<file path="config.mk">
export PLATFORM = sky130hd
export DESIGN_NAME = mips_mmio_responder
export DESIGN_NICKNAME = d
export VERILOG_FILES = /design/src/rtl/mips_mmio_responder.sv
export SDC_FILE = /design/constraint.sdc
export NUM_CORES = 1
export LEC_CHECK = 0
export CAP_MARGIN = 20
export CORE_MARGIN = 1
export CORE_UTILIZATION = 45
export DETAILED_ROUTE_END_ITERATION = 8
export GPL_TIMING_DRIVEN = 0
export PLACE_DENSITY = 0.79
export RECOVER_POWER = 25
export SKIP_LAST_GASP = 1
export SYNTH_ARGS = -nofsm -noshare
export SYNTH_HDL_FRONTEND = slang
export SYNTH_SLANG_ARGS = --single-unit
</file>
<file path="constraint.sdc">
create_clock -name clk -period 3.5 [get_ports clk]
set_input_delay 0.7 -clock clk [delete_from_list [all_inputs] [get_ports clk]]
set_output_delay 0.7 -clock clk [all_outputs]
set_load 0.02 [all_outputs]
</file>
<file path="src/rtl/mips_mmio_responder.sv">
// Memory-mapped I/O responder on the MIPS data bus: output port, synchronised
// input port with change detect, interval timer and an interrupt line.
module mips_mmio_responder #(
  parameter logic [31:0] IO_BASE  = 32'hFFFF_0000,
  parameter int          IN_WIDTH = 8
) (
  input  logic                clk,
  input  logic                reset,
  input  logic                MemWrite,
  input  logic                MemRead,
  input  logic [31:0]         Address,
  input  logic [31:0]         WriteData,
  input  logic [IN_WIDTH-1:0] PortIn,
  output logic [31:0]         ReadData,
  output logic [31:0]         PortOut,
  output logic                IOSelect,
  output logic                Irq
);

  localparam logic [2:0] REG_PORT_OUT = 3'd0;
  localparam logic [2:0] REG_PORT_IN  = 3'd1;
  localparam logic [2:0] REG_STATUS   = 3'd2;
  localparam logic [2:0] REG_TMR_CMP  = 3'd3;
  localparam logic [2:0] REG_TMR_CNT  = 3'd4;
  localparam logic [2:0] REG_CTRL     = 3'd5;

  logic [31:0]         portOutReg, portOutNext;
  logic [31:0]         cmpReg, cmpNext;
  logic [31:0]         cntReg, cntNext;
  logic [31:0]         ctrlReg, ctrlNext;
  logic                inChgReg, inChgNext;
  logic                tmrExpReg, tmrExpNext;
  logic                irqReg, irqNext;
  logic [IN_WIDTH-1:0] sync1Reg, sync2Reg, prevReg;

  logic [2:0]  wordSel;
  logic        wrEn;
  logic        statusRd;
  logic        wrap;
  logic [31:0] portInExt;
  logic [1:0]  unusedAddr;

  assign wordSel    = Address[4:2];
  assign unusedAddr = Address[1:0];
  assign IOSelect   = (Address[31:5] == IO_BASE[31:5]);
  assign wrEn       = MemWrite & IOSelect;
  assign statusRd   = MemRead & IOSelect & (wordSel == REG_STATUS);
  assign portInExt  = 32'(sync2Reg);
  assign PortOut    = portOutReg;
  assign Irq        = irqReg;

  always_comb begin
    portOutNext = portOutReg;
    cmpNext     = cmpReg;
    ctrlNext    = ctrlReg;
    wrap        = (cmpReg != 32'd0) && (cntReg == cmpReg);

    // Set events win over the read-to-clear of STATUS on the same edge.
    inChgNext = inChgReg;
    if (statusRd) inChgNext = 1'b0;
    if (sync2Reg != prevReg) inChgNext = 1'b1;

    tmrExpNext = tmrExpReg;
    if (statusRd) tmrExpNext = 1'b0;
    if (wrap) tmrExpNext = 1'b1;

    if (cmpReg == 32'd0 || wrap) cntNext = 32'd0;
    else cntNext = cntReg + 32'd1;

    if (wrEn) begin
      case (wordSel)
        REG_PORT_OUT: portOutNext = WriteData;
        REG_TMR_CMP: begin
          // Reprogramming restarts the period and overrides a coincident wrap.
          cmpNext    = WriteData;
          cntNext    = 32'd0;
          tmrExpNext = 1'b0;
        end
        REG_CTRL: ctrlNext = WriteData;
        default: ;
      endcase
    end

    irqNext = tmrExpNext & ctrlNext[0];
  end

  always_comb begin
    ReadData = 32'd0;
    if (IOSelect) begin
      case (wordSel)
        REG_PORT_OUT: ReadData = portOutReg;
        REG_PORT_IN:  ReadData = portInExt;
        REG_STATUS:   ReadData = {30'd0, tmrExpReg, inChgReg};
        REG_TMR_CMP:  ReadData = cmpReg;
        REG_TMR_CNT:  ReadData = cntReg;
        REG_CTRL:     ReadData = ctrlReg;
        default:      ReadData = 32'd0;
      endcase
    end
  end

  always_ff @(posedge clk) begin
    if (reset) begin
      portOutReg <= '0;
      cmpReg     <= '0;
      cntReg     <= '0;
      ctrlReg    <= '0;
      inChgReg   <= 1'b0;
      tmrExpReg  <= 1'b0;
      irqReg     <= 1'b0;
      sync1Reg   <= '0;
      sync2Reg   <= '0;
      prevReg    <= '0;
    end else begin
      portOutReg <= portOutNext;
      cmpReg     <= cmpNext;
      cntReg     <= cntNext;
      ctrlReg    <= ctrlNext;
      inChgReg   <= inChgNext;
      tmrExpReg  <= tmrExpNext;
      irqReg     <= irqNext;
      sync1Reg   <= PortIn;
      sync2Reg   <= sync1Reg;
      prevReg    <= sync2Reg;
    end
  end

endmodule

</file>
# Word level (Yosys, flattened, before mapping)
# Index checks and enable logic that the tools add are counted.
# word_totals
reg_bits	155
latch_bits	0
ram_bits	0
romBits	0
input_bits	76
out_inout_bits	66
elab_cells	46
mem_count	0
# op_classes
add_sub_neg	1
mul	0
div_mod_pow	0
order_cmp	0
eq_ne	8
shift	0
mux	13
n_bitwise	4
n_reduce_logical	9
# op_table
op	count
one-hot mux 32 bit (6 select lines)	1
two-way mux 32 bit	4
adder 32 x 1 -> 32 bit (second input constant)	1
equality test 32 bit	1
zero test 32 bit	1
nonzero test 32 bit	1
equality test 27 bit (second input constant)	1
two-way mux 1 bit	8
!= test 8 bit	1
equality test 3 x 2 -> 1 bit (second input constant)	2
equality test 3 bit (second input constant)	2
AND reduction 2 bit	3
AND 1 bit	4
equality test 3 x 1 -> 1 bit (second input constant)	1
zero test 3 bit	1
nonzero test 2 bit	1
logical AND 1 bit	1
logical OR 1 bit	1

# Longest topological paths before layout
# Gate-level depths: netlist of the first run.
# depth
word_depth	8
ltp_mapped	9
depth_no_buf	6

# Worst setup path after synthesis of the first run
# Ideal clock, no wire load.
# synth_path
path_type	input -> output
from	input Address[6]
to	output ReadData[24]
arrival_time_ns	3.018
required_ns	2.800
path_slack_ns	-0.218
path_stages	7
n_path_buf	2
path_cell_list	or4_1 > or4_1 > buf_2 > nor3_2 > nand2_1 > clkbuf_1 > a21oi_1
# synth_via
elab_chain_len	2
# synth_rtl
element	line	source
start: declaration	11	input logic [31:0] Address,
equality test 27 bit	45	assign IOSelect = (Address[31:5] == IO_BASE[31:5]);
net IOSelect	16	output logic IOSelect,
two-way mux 32 bit	89	if (IOSelect) begin
end: declaration	14	output logic [31:0] ReadData,
# The timed path passes the listed nets, and every way through them passes these cells.

# Worst setup path in the final report of the first run
# layout_path
from	input Address[6]
to	output ReadData[30]
# layout_via
elab_chain_len	2
# layout_rtl
element	line
equality test 27 bit	45
two-way mux 32 bit	89
# Every way passes these cells.

==> summary.md, run 1 <==
| Metric | Value |
|---|---|
| CTS tree | `yes` |
| CP startpoint | `Address[6]` |
| Yosys warnings | `0` |
| Final HPWL DP | `between 15000 and 20000 um` |
| Fin util | `63.1%` |
| Die Area | `16000 um2` |
| Die Y | `126 um` |
| Clock share of power | `just under 50%` |
| Max Cap Viol | `0` |
| Core area | `15100 um2` |
| Crit path DAT | `2.77 ns` |
| Iter 0 DRT Violations | `719` |
| # nets final | `1092` |
| Most common cell after layout, fill and taps aside | `nand2_1` |
| FP Rows | `45` |
| Worst Max-Slew Pin Slew | `0.864 ns` |
| Combinational power share | `5.1%` |
| Crit share post-route | `99.1%` |
| Cell count after synthesis | `855` |
| Maximum clock rate | `288 MHz` |
| Leak pwr | `3.60 nW` |
| Pwr per Cell Area | `about 410 nW/um2` |
| Seq/Total Area, Yosys | `44.5%` |
| Worst Skew | `0.00637 ns` |
| Worst Setup Path Type | `input port to output port` |
| # IOs | `142` |
| Starting density of the core | `46.0%` |
| R2r startpoint | `cntReg[7]$_SDFF_PP0_` |
| Vias in the first global route | `6672` |
| Slew HR | `a little over two fifths` |
| Synth-to-Final Area Change | `37.3%` |
| Hold Startpoint | `sync1Reg[3]$_SDFF_PP0_` |
| Pre-antenna DRT Iters | `5` |
| Slew Limit Fails | `0` |
| CP Launch Type | `input port` |
| Flop pwr share | `45.9%` |
| Int Pwr | `approximately 2.9 mW` |
| Routed WL | `23100 um` |
| CTS buffer count | `17` |
| ANT cells | `0` |
| Number of distinct library cells after synthesis | `34` |
| Total track usage | `slightly below 30%` |
| TNS Setup | `0 ns` |
| Crit path required time | `2.80 ns` |
| Final hold violation count | `0` |
| Initial antenna violation count | `0` |
| Layout cells sized above 1 | `15.6%` |
| Tot Pwr | `3.88 mW` |
| Worst setup margin | `0.0318 ns` |
| Remaining global-route overflow | `0` |
| Root buffer cell | `clkbuf_16` |
| Syn avg cell area | `roughly 8.1 um2` |
| Hold crit path type | `flop to flop` |
| Syn nets | `932` |
| Clock Latency Late Sink | `approximately 0.44 ns` |
| Die width | `126 um` |
| Reg-to-reg endpoint | `cntReg[30]$_SDFF_PP0_` |
| Vias | `between 7000 and 8000` |
| RePlAce Congestion | `0.952` |
| Clock tree buffer depth | `2` |
| Clk pin slew, worst setup/hold paths | `0.07 ns` |
| Final min period | `about 3.5 ns` |
| Final setup viols | `0` |
| CTS Hold Bufs | `0` |
| Port bufs | `~140` |
| Hold Path Depth | `1` |
| Crit-path max FO | `6` |
| Post-Syn Area | `6970 um2` |
| Average wire per standard cell | `roughly 19 um` |
| Hold Path Sink | `sync2Reg[3]$_SDFF_PP0_` |
| Status | `finished clean` |
| Setup slack, reg-to-reg | `1.00 ns` |
| ANT nets after route | `0` |
| Sw Share | `24.0%` |
| Crit end category | `output port` |
| DRC Markers | `0` |
| H-tree depth | `4` |
| RSZ-0062 raised after global routing | `no` |
| VDD IR max | `about 0.37 mV` |
| Global-route wire length before repair | `between 30000 and 40000 um` |
| Worst Hold Margin | `between 0.4 and 0.5 ns` |
| Post-Place Setup Slack | `-1.21 ns` |
| Commonest cells after routing, fill and taps aside | `nand2_1, dfxtp_1, a21oi_1, xor2_1, a22oi_1` |
| Largest net degree at the start of global routing | `17` |
| P_sw | `around 930 uW` |
| Drt via density | `5.76` |
| R2R cell count | `7` |
| CTS Sinks | `155` |
| Seq cells post-synth | `155` |
[power by group through the flow]
stage,Combinational [mW],Sequential (mW),Clock (mW)
finish,0.199,1.78,1.90
global route,0.211,1.78,1.97
CTS,0.194,1.78,1.90
detailed placement,0.193,1.82,0
global placement,0.191,1.82,0
floorplan,0.0672,1.82,0
[kinds of logic after synthesis]
logic type	after synthesis	share of synthesized area [%]
simple gates	365	23.9
buf+inv	65	4.53
fa+ha+maj	1	0.180
xor+xnor	70	8.80
flops	155	44.5
compound gates	187	15.6
mux	12	2.41
[per-stage QoR]
| step | area (um2) | std cells |
|---|---|---|
| 5_1_grt | 9560 | 1216 |
| 4_1_cts | 9460 | 1215 |
| 6_report | 9560 | 1216 |
| 2_1_floorplan | 6970 | 855 |
| 3_3_place_gp | 8570 | 1179 |
| 3_5_place_dp | 8580 | 1180 |
[final cells by class]
cell class / instances / area (um2)
Inverter: 2 / 7.51
Sequential cell: 155 / 3100
Timing Repair Buffer: 144 / 1440
Clock buffer: 17 / 425
Multi-Input combinational cell: 635 / 3800
Fill cell: 1270 / 5580
Tap cell: 188 / 235
Buffer: 60 / 374
Clock inverter: 15 / 174
[sequential cells by signal (all words and copies together) (netlist names)]
| name | count |
|---|---|
| cntReg | 32 |
| sync1Reg | 8 |
| cmpReg | 32 |
| ctrlReg | 32 |
| tmrExpReg | 1 |
| Irq | 1 |
| sync2Reg | 8 |
| inChgReg | 1 |
| prevReg | 8 |
| PortOut | 32 |
[worst max path at each step]
stage                     slack, ns           end
after floorplan               -0.08  ReadData[24]
after global placement        -1.17  ReadData[31]
after detailed placement      -1.21  ReadData[31]
after CTS                     -0.05  ReadData[29]
after global routing          0.007  ReadData[26]
final                          0.03  ReadData[30]
[critical path, stage by stage]
cell	delay, ns
buf_2	0.10
or4_4	0.51
or4_4	0.45
nor3_4	0.30
nand2_4	0.20
clkbuf_16	0.23
a21oi_4	0.12
buf_4	0.15
[synth_stat cells]
master	count	area (um2)
a31oi_1	1	6.26
and4_1	2	17.5
and3_1	6	37.5
dfxtp_1	155	3100
a21oi_1	125	626
nor2b_1	29	181
mux4_2	3	67.6
nor4_2	1	12.5
nor3_2	1	10.0
buf_6	6	67.6
and2_1	6	37.5
nor4_1	23	144
nor4_4	1	21.3
mux2i_1	1	10.0
a22oi_1	59	443
nor3b_1	1	7.51
nor4b_1	1	8.76
nand3_1	15	75.1
clkbuf_1	44	165
nand2_1	208	781
o22ai_1	2	12.5
or2_2	2	12.5
nor2_1	45	169
xor2_1	64	561
nor3_1	4	20.0
mux2_2	8	90.1
buf_2	9	45.0
ha_1	1	12.5
or4_1	4	30.0
inv_1	2	7.51
nand4_1	15	93.8
xnor2_1	6	52.6
buf_4	4	30.0
nand4b_1	1	8.76
[what timing repair did]
item                       in CTS  in global routing
pin swaps                       2                  8
setup buffers                   2                  1
cloned                          3                  0
gates resized for setup       241                 36
setup endpoints to repair      33                 32
[routing by layer]
metal	global-route usage (%)	routed length, um	vias up
met5	0	0	-
met4	16.4	1030	0
met3	5.65	1770	80
met2	46.5	10800	384
met1	37.4	9480	3281
li1	-	-	3261
Note: power is estimated with default switching activity, not from simulation.
==> inputs of run 2 (changes only) <==
--- a/config.mk
+++ b/config.mk
@@ -6,6 +6,7 @@
 export NUM_CORES = 1
 export LEC_CHECK = 0
 export CAP_MARGIN = 20
+export CORE_ASPECT_RATIO = 0.5
 export CORE_MARGIN = 1
 export CORE_UTILIZATION = 45
 export DETAILED_ROUTE_END_ITERATION = 8
==> constraint.sdc (replaced) <==
create_clock -name clk -period 3.7 [get_ports clk]
set_input_delay 0.74 -clock clk [delete_from_list [all_inputs] [get_ports clk]]
set_output_delay 0.74 -clock clk [all_outputs]
set_load 0.02 [all_outputs]
==> run 2 against run 1 <==
Final area fell by 1.7%. Routed wire length up 1.4%. Register-to-register slack got worse by 0.16 ns. First-iteration DRC count up 21%. Sequential share of layout area rose by 0.57 points.
==> summary.md, run 2 (synthesis results as in run 1) <==
| Metric | Value |
|---|---|
| Core area | `about 15000 um2` |
| Final setup viols | `0` |
| Pwr per Cell Area | `386 nW/um2` |
| Average wire per standard cell | `19.1 um` |
| Clock Latency Late Sink | `between 0.4 and 0.5 ns` |
| Crit path required time | `between 2 and 3 ns` |
| Starting density of the core | `47.1%` |
| ANT nets after route | `0` |
| Layout cells sized above 1 | `between 10% and 20%` |
| Initial antenna violation count | `0` |
| Max Cap Viol | `0` |
| Combinational power share | `5.2%` |
| Hold crit path type | `flop to flop` |
| Routed WL | `23400 um` |
| Worst setup margin | `~0.044 ns` |
| Synth-to-Final Area Change | `34.9%` |
| Clock tree buffer depth | `2` |
| Flop pwr share | `46.4%` |
| CP Launch Type | `input port` |
| FP Rows | `31` |
| Worst Max-Slew Pin Slew | `1.17 ns` |
| Crit share post-route | `just under 100%` |
| Int Pwr | `2.79 mW` |
| RePlAce Congestion | `about 0.95` |
| Most common cell after layout, fill and taps aside | `nand2_1` |
| Total track usage | `29.5%` |
| Pre-antenna DRT Iters | `8` |
| ANT cells | `0` |
| # nets final | `1091` |
| Clk pin slew, worst setup/hold paths | `0.06 ns` |
| Maximum clock rate | `274 MHz` |
| Tot Pwr | `3.63 mW` |
| Crit end category | `output port` |
| H-tree depth | `4` |
| Final min period | `3.66 ns` |
| Final HPWL DP | `16800 um` |
| Remaining global-route overflow | `0` |
| P_sw | `839 uW` |
| Final hold violation count | `0` |
| Crit path DAT | `roughly 2.9 ns` |
| Status | `finished clean` |
| # IOs | `about 140` |
| Drt via density | `slightly below 6` |
| Clock share of power | `48.4%` |
| Global-route wire length before repair | `roughly 36000 um` |
| Vias in the first global route | `6729` |
| Iter 0 DRT Violations | `872` |
| Slew HR | `between 20% and 30%` |
| Leak pwr | `3.49 nW` |
| Die Area | `around 16000 um2` |
| Crit-path max FO | `10` |
| Port bufs | `136` |
| DRC Markers | `0` |
| Sw Share | `23.1%` |
| Worst Setup Path Type | `input port to output port` |
| Root buffer cell | `clkbuf_16` |
| Post-Place Setup Slack | `-1.15 ns` |
| Commonest cells after routing, fill and taps aside | `nand2_1, dfxtp_1, a21oi_1, clkdlybuf4s50_1, xor2_1` |
| TNS Setup | `0 ns` |
| CTS buffer count | `17` |
| Die Y | `90.0 um` |
| Vias | `7082` |
| Largest net degree at the start of global routing | `17` |
| CTS Sinks | `155` |
| Die width | `between 150 and 200 um` |
| Slew Limit Fails | `0` |
| CTS tree | `yes` |
| Worst Skew | `0.00822 ns` |
| VDD IR max | `roughly 0.3 mV` |
-- run 2: cell types whose count changed in the layout (fill, tap and decap cells not counted), moves of 3 or more --
cell,previous run,this run
buf_6,18,9
clkbuf_1,29,33
clkinv_4,1,4
a21oi_2,13,22
clkdlybuf4s50_1,58,69
clkinv_2,0,3
inv_6,9,2
a21oi_4,12,3
buf_4,26,34
dlymetal6s2s_1,10,1
-- run 2: repair_timing --
| action | 4_1_cts | 5_1_grt |
|---|---|---|
| hold buffers | 0 | 0 |
| endpoints found under the setup margin | 33 | 32 |
| setup buffers | 2 | 0 |
| gates cloned | 3 | 0 |
| pin swaps | 4 | 4 |
| gates resized for setup | 218 | 18 |
-- run 2: critical path, stage by stage --
cell	delay, ns
clkdlybuf4s50_1	0.49
nor2_2	0.30
and2_1	0.26
clkbuf_1	0.30
clkbuf_4	0.34
a22oi_1	0.14
a21oi_2	0.19
buf_4	0.16
-- run 2: final cells by class --
type | instances | area [um2]
sequential | 155 | 3100
inverter | 2 | 7.51
fill | 1198 | 5380
tap | 198 | 248
clock inverter | 12 | 139
timing repair buffer | 142 | 1370
buffer | 61 | 377
multi-input combinational | 635 | 3710
clock buffer | 20 | 447
-- run 2: stage by stage --
stage | std cells | utilization [%] | hold WS (ns) | area (um2)
floorplan | 855 | - | 0.414 | 6970
global placement | 1189 | 58.1 | 0.416 | 8580
detailed placement | 1190 | 58.1 | 0.422 | 8590
CTS | 1227 | 63.6 | 0.436 | 9400
global route | 1225 | 63.6 | 0.455 | 9400
finish | 1225 | 63.6 | 0.438 | 9400
-- run 2: path summary, 6_finish.rpt --
| path | startpoint | end | slack (ns) | depth (start not counted) |
|---|---|---|---|---|
| max | Address[3] | ReadData[28] | 0.04 | 8 |
| max reg2reg | cntReg[7]$_SDFF_PP0_ | cntReg[31]$_SDFF_PP0_ | 0.84 | 7 |
| min reg2reg | sync1Reg[1]$_SDFF_PP0_ | sync2Reg[1]$_SDFF_PP0_ | 0.44 | 1 |
| min | sync1Reg[1]$_SDFF_PP0_ | sync2Reg[1]$_SDFF_PP0_ | 0.44 | 1 |
-- run 2: power by group through the flow --
| stage | logic, mW | registers (mW) | clock network, mW |
|---|---|---|---|
| after detailed placement | 0.181 | 1.72 | 0 |
| final | 0.189 | 1.69 | 1.76 |
| after global routing | 0.199 | 1.69 | 1.84 |
| after global placement | 0.179 | 1.72 | 0 |
| after floorplan | 0.0636 | 1.72 | 0 |
| after CTS | 0.184 | 1.69 | 1.75 |
-- run 2: routing by layer --
metal | wire length (um) | vias up | share of wire, % | GRT usage, %
li1 | - | 3247 | - | -
met1 | 9830 | 3316 | 42 | 41.4
met2 | 10300 | 467 | 44 | 44.8
met3 | 2850 | 52 | 12 | 5.96
met4 | 459 | 0 | 2.0 | 10.4
met5 | 0 | - | 0 | 0
==> inputs of run 3 (changes only) <==
--- a/config.mk
+++ b/config.mk
@@ -6,14 +6,14 @@
 export NUM_CORES = 1
 export LEC_CHECK = 0
 export CAP_MARGIN = 20
-export CORE_ASPECT_RATIO = 0.5
+export CORE_ASPECT_RATIO = 1.25
 export CORE_MARGIN = 1
 export CORE_UTILIZATION = 45
 export DETAILED_ROUTE_END_ITERATION = 8
 export GPL_TIMING_DRIVEN = 0
 export PLACE_DENSITY = 0.79
-export RECOVER_POWER = 25
 export SKIP_LAST_GASP = 1
+export SLEW_MARGIN = 20
 export SYNTH_ARGS = -nofsm -noshare
 export SYNTH_HDL_FRONTEND = slang
 export SYNTH_SLANG_ARGS = --single-unit
==> run 3 against run 2 <==
Hold slack worse by 0.0065 ns. The flow now finishes with violations (setup timing). Final cell count rose by 0.73%. Non-clock buffer count did not move. Combinational power about the same. Utilization shrank 0.91 points. Routed wire length is 1.4% lower.
==> summary.md, run 3 (synthesis results as in run 1) <==
| Metric | Value |
|---|---|
| Status | `complete, but fails checks` |
| Failing checks | `setup timing` |
| CTS Sinks | `approximately 160` |
| Crit path required time | `2.96 ns` |
| VDD IR max | `roughly 0.29 mV` |
| # nets final | `approximately 1100` |
| Clock tree buffer depth | `2` |
| Clock Latency Late Sink | `0.43 ns` |
| Flop pwr share | `47.0%` |
| H-tree depth | `4` |
| Commonest cells after routing, fill and taps aside | `nand2_1, dfxtp_1, a21oi_1, clkdlybuf4s50_1, xor2_1` |
| Tot Pwr | `between 3 and 4 mW` |
| Leak pwr | `3.38 nW` |
| Clk pin slew, worst setup/hold paths | `0.05 ns` |
| Pwr per Cell Area | `380 nW/um2` |
| Final min period | `3.74 ns` |
| Slew HR | `35.6%` |
| Placed Cells | `1199` |
| Worst setup margin | `-0.0359 ns` |
| Sw Share | `21.8%` |
| Core area | `between 15000 and 20000 um2` |
| FP Rows | `50` |
| Max Cap Viol | `0` |
| Slew Limit Fails | `0` |
| CP Launch Type | `input port` |
| Final HPWL DP | `about 16000 um` |
| Remaining global-route overflow | `0` |
| Worst Skew | `0.00770 ns` |
| Pre-antenna DRT Iters | `6` |
| CTS Hold Bufs | `0` |
| Initial antenna violation count | `0` |
| Vias in the first global route | `6878` |
| Final setup viols | `3` |
| Crit end category | `output port` |
| Drt via density | `slightly below 6` |
| Routed WL | `23100 um` |
| Die Y | `approximately 140 um` |
| Layout cells sized above 1 | `13.9%` |
| RePlAce Congestion | `0.940` |
| CTS buffer count | `17` |
| TNS Setup | `-0.0513 ns` |
| Vias | `7126` |
| Crit share post-route | `101%` |
| Maximum clock rate | `268 MHz` |
| Worst Max-Slew Pin Slew | `0.957 ns` |
| Critical path's slowest cell | `clkdlybuf4s50_1` |
| Synth-to-Final Area Change | `35.7%` |
| CTS tree | `yes` |
| # IOs | `142` |
| Hold crit path type | `flop to flop` |
| ANT cells | `0` |
| ANT nets after route | `0` |
| Die Area | `16000 um2` |
| Area after DPL | `8590 um2` |
| Largest stage delay, worst path | `roughly 0.57 ns` |
| Average wire per standard cell | `18.7 um` |
| Clock share of power | `47.7%` |
| Crit path DAT | `3.00 ns` |
| Most common cell after layout, fill and taps aside | `nand2_1` |
| Worst Setup Path Type | `input port to output port` |
| DRC Markers | `0` |
| Iter 0 DRT Violations | `732` |
| Int Pwr | `2.81 mW` |
| Global-route wire length before repair | `35500 um` |
| P_sw | `781 uW` |
| Crit path cell chain | `clkdlybuf4s50_1 -> nor2_4 -> and2_1 -> clkbuf_1 -> buf_2 -> a22oi_1 -> a21oi_4 -> buf_4` |
| Fin util | `62.7%` |
| Largest net degree at the start of global routing | `17` |
| RSZ-0062 raised after global routing | `yes` |
| Final hold violation count | `0` |
| Crit-path max FO | `10` |
| Post-route cell area | `9450 um2` |
| Root buffer cell | `clkbuf_16` |
| Starting density of the core | `46.2%` |
| Finished Layout Cells | `around 1200` |
| Die width | `113 um` |
| Total track usage | `29.3%` |
| Port bufs | `136` |
| Combinational power share | `5.4%` |
run 3: path summary, 6_finish.rpt:
check	startpoint	end	slack [ns]	depth (start not counted)
min	sync1Reg[1]$_SDFF_PP0_	sync2Reg[1]$_SDFF_PP0_	0.43	1
max	Address[3]	ReadData[9]	-0.04	8
max reg2reg	cntReg[8]$_SDFF_PP0_	cntReg[27]$_SDFF_PP0_	1.07	7
min reg2reg	sync1Reg[1]$_SDFF_PP0_	sync2Reg[1]$_SDFF_PP0_	0.43	1
run 3: cell type report:
cell class                 count  area [um2]
fill                        1239        5630
multi-input combinational    635        3760
sequential                   155        3100
timing repair buffer         141        1370
clock buffer                  23         478
buffer                        62         378
tap                          208         260
clock inverter                 8        92.6
inverter                       2        7.51
run 3: per-layer routing:
metal	up-vias	global-route usage [%]	wire length (um)	part of all wire (%)
met5	-	0	0	0
met4	0	18.2	1210	5.3
met3	102	7.35	2080	9.0
met2	440	49.7	11200	49
met1	3333	33.0	8570	37
li1	3251	-	-	-
run 3: worst max-delay path, delay by kind of cell:
kind	cells	cell delay, ns
buffers and inverters	4	1.40
AOI/OAI and AO/OA	2	0.38
and+or+nand+nor	2	0.46
run 3: metrics by stage:
stage | hold WS [ns] | setup WS (ns)
2_1_floorplan | 0.414 | 0.0367
3_3_place_gp | 0.416 | -1.10
3_5_place_dp | 0.420 | -1.14
4_1_cts | 0.433 | 0.0138
5_1_grt | 0.444 | -0.0902
6_report | 0.431 | -0.0359
run 3: timing repair:
action / 4_1_cts / 5_1_grt
pin swaps: 4 / 0
endpoints found under the setup margin: 33 / 29
resized for setup: 224 / 16
cloned: 3 / 0
setup buffers: 2 / 0
run 3: power by group through the flow:
stage	Combinational [mW]	Sequential [mW]	Clock (mW)
after global placement	0.181	1.72	0
after CTS	0.186	1.69	1.70
after global routing	0.202	1.69	1.78
after floorplan	0.0636	1.72	0
after detailed placement	0.183	1.72	0
final	0.192	1.69	1.71
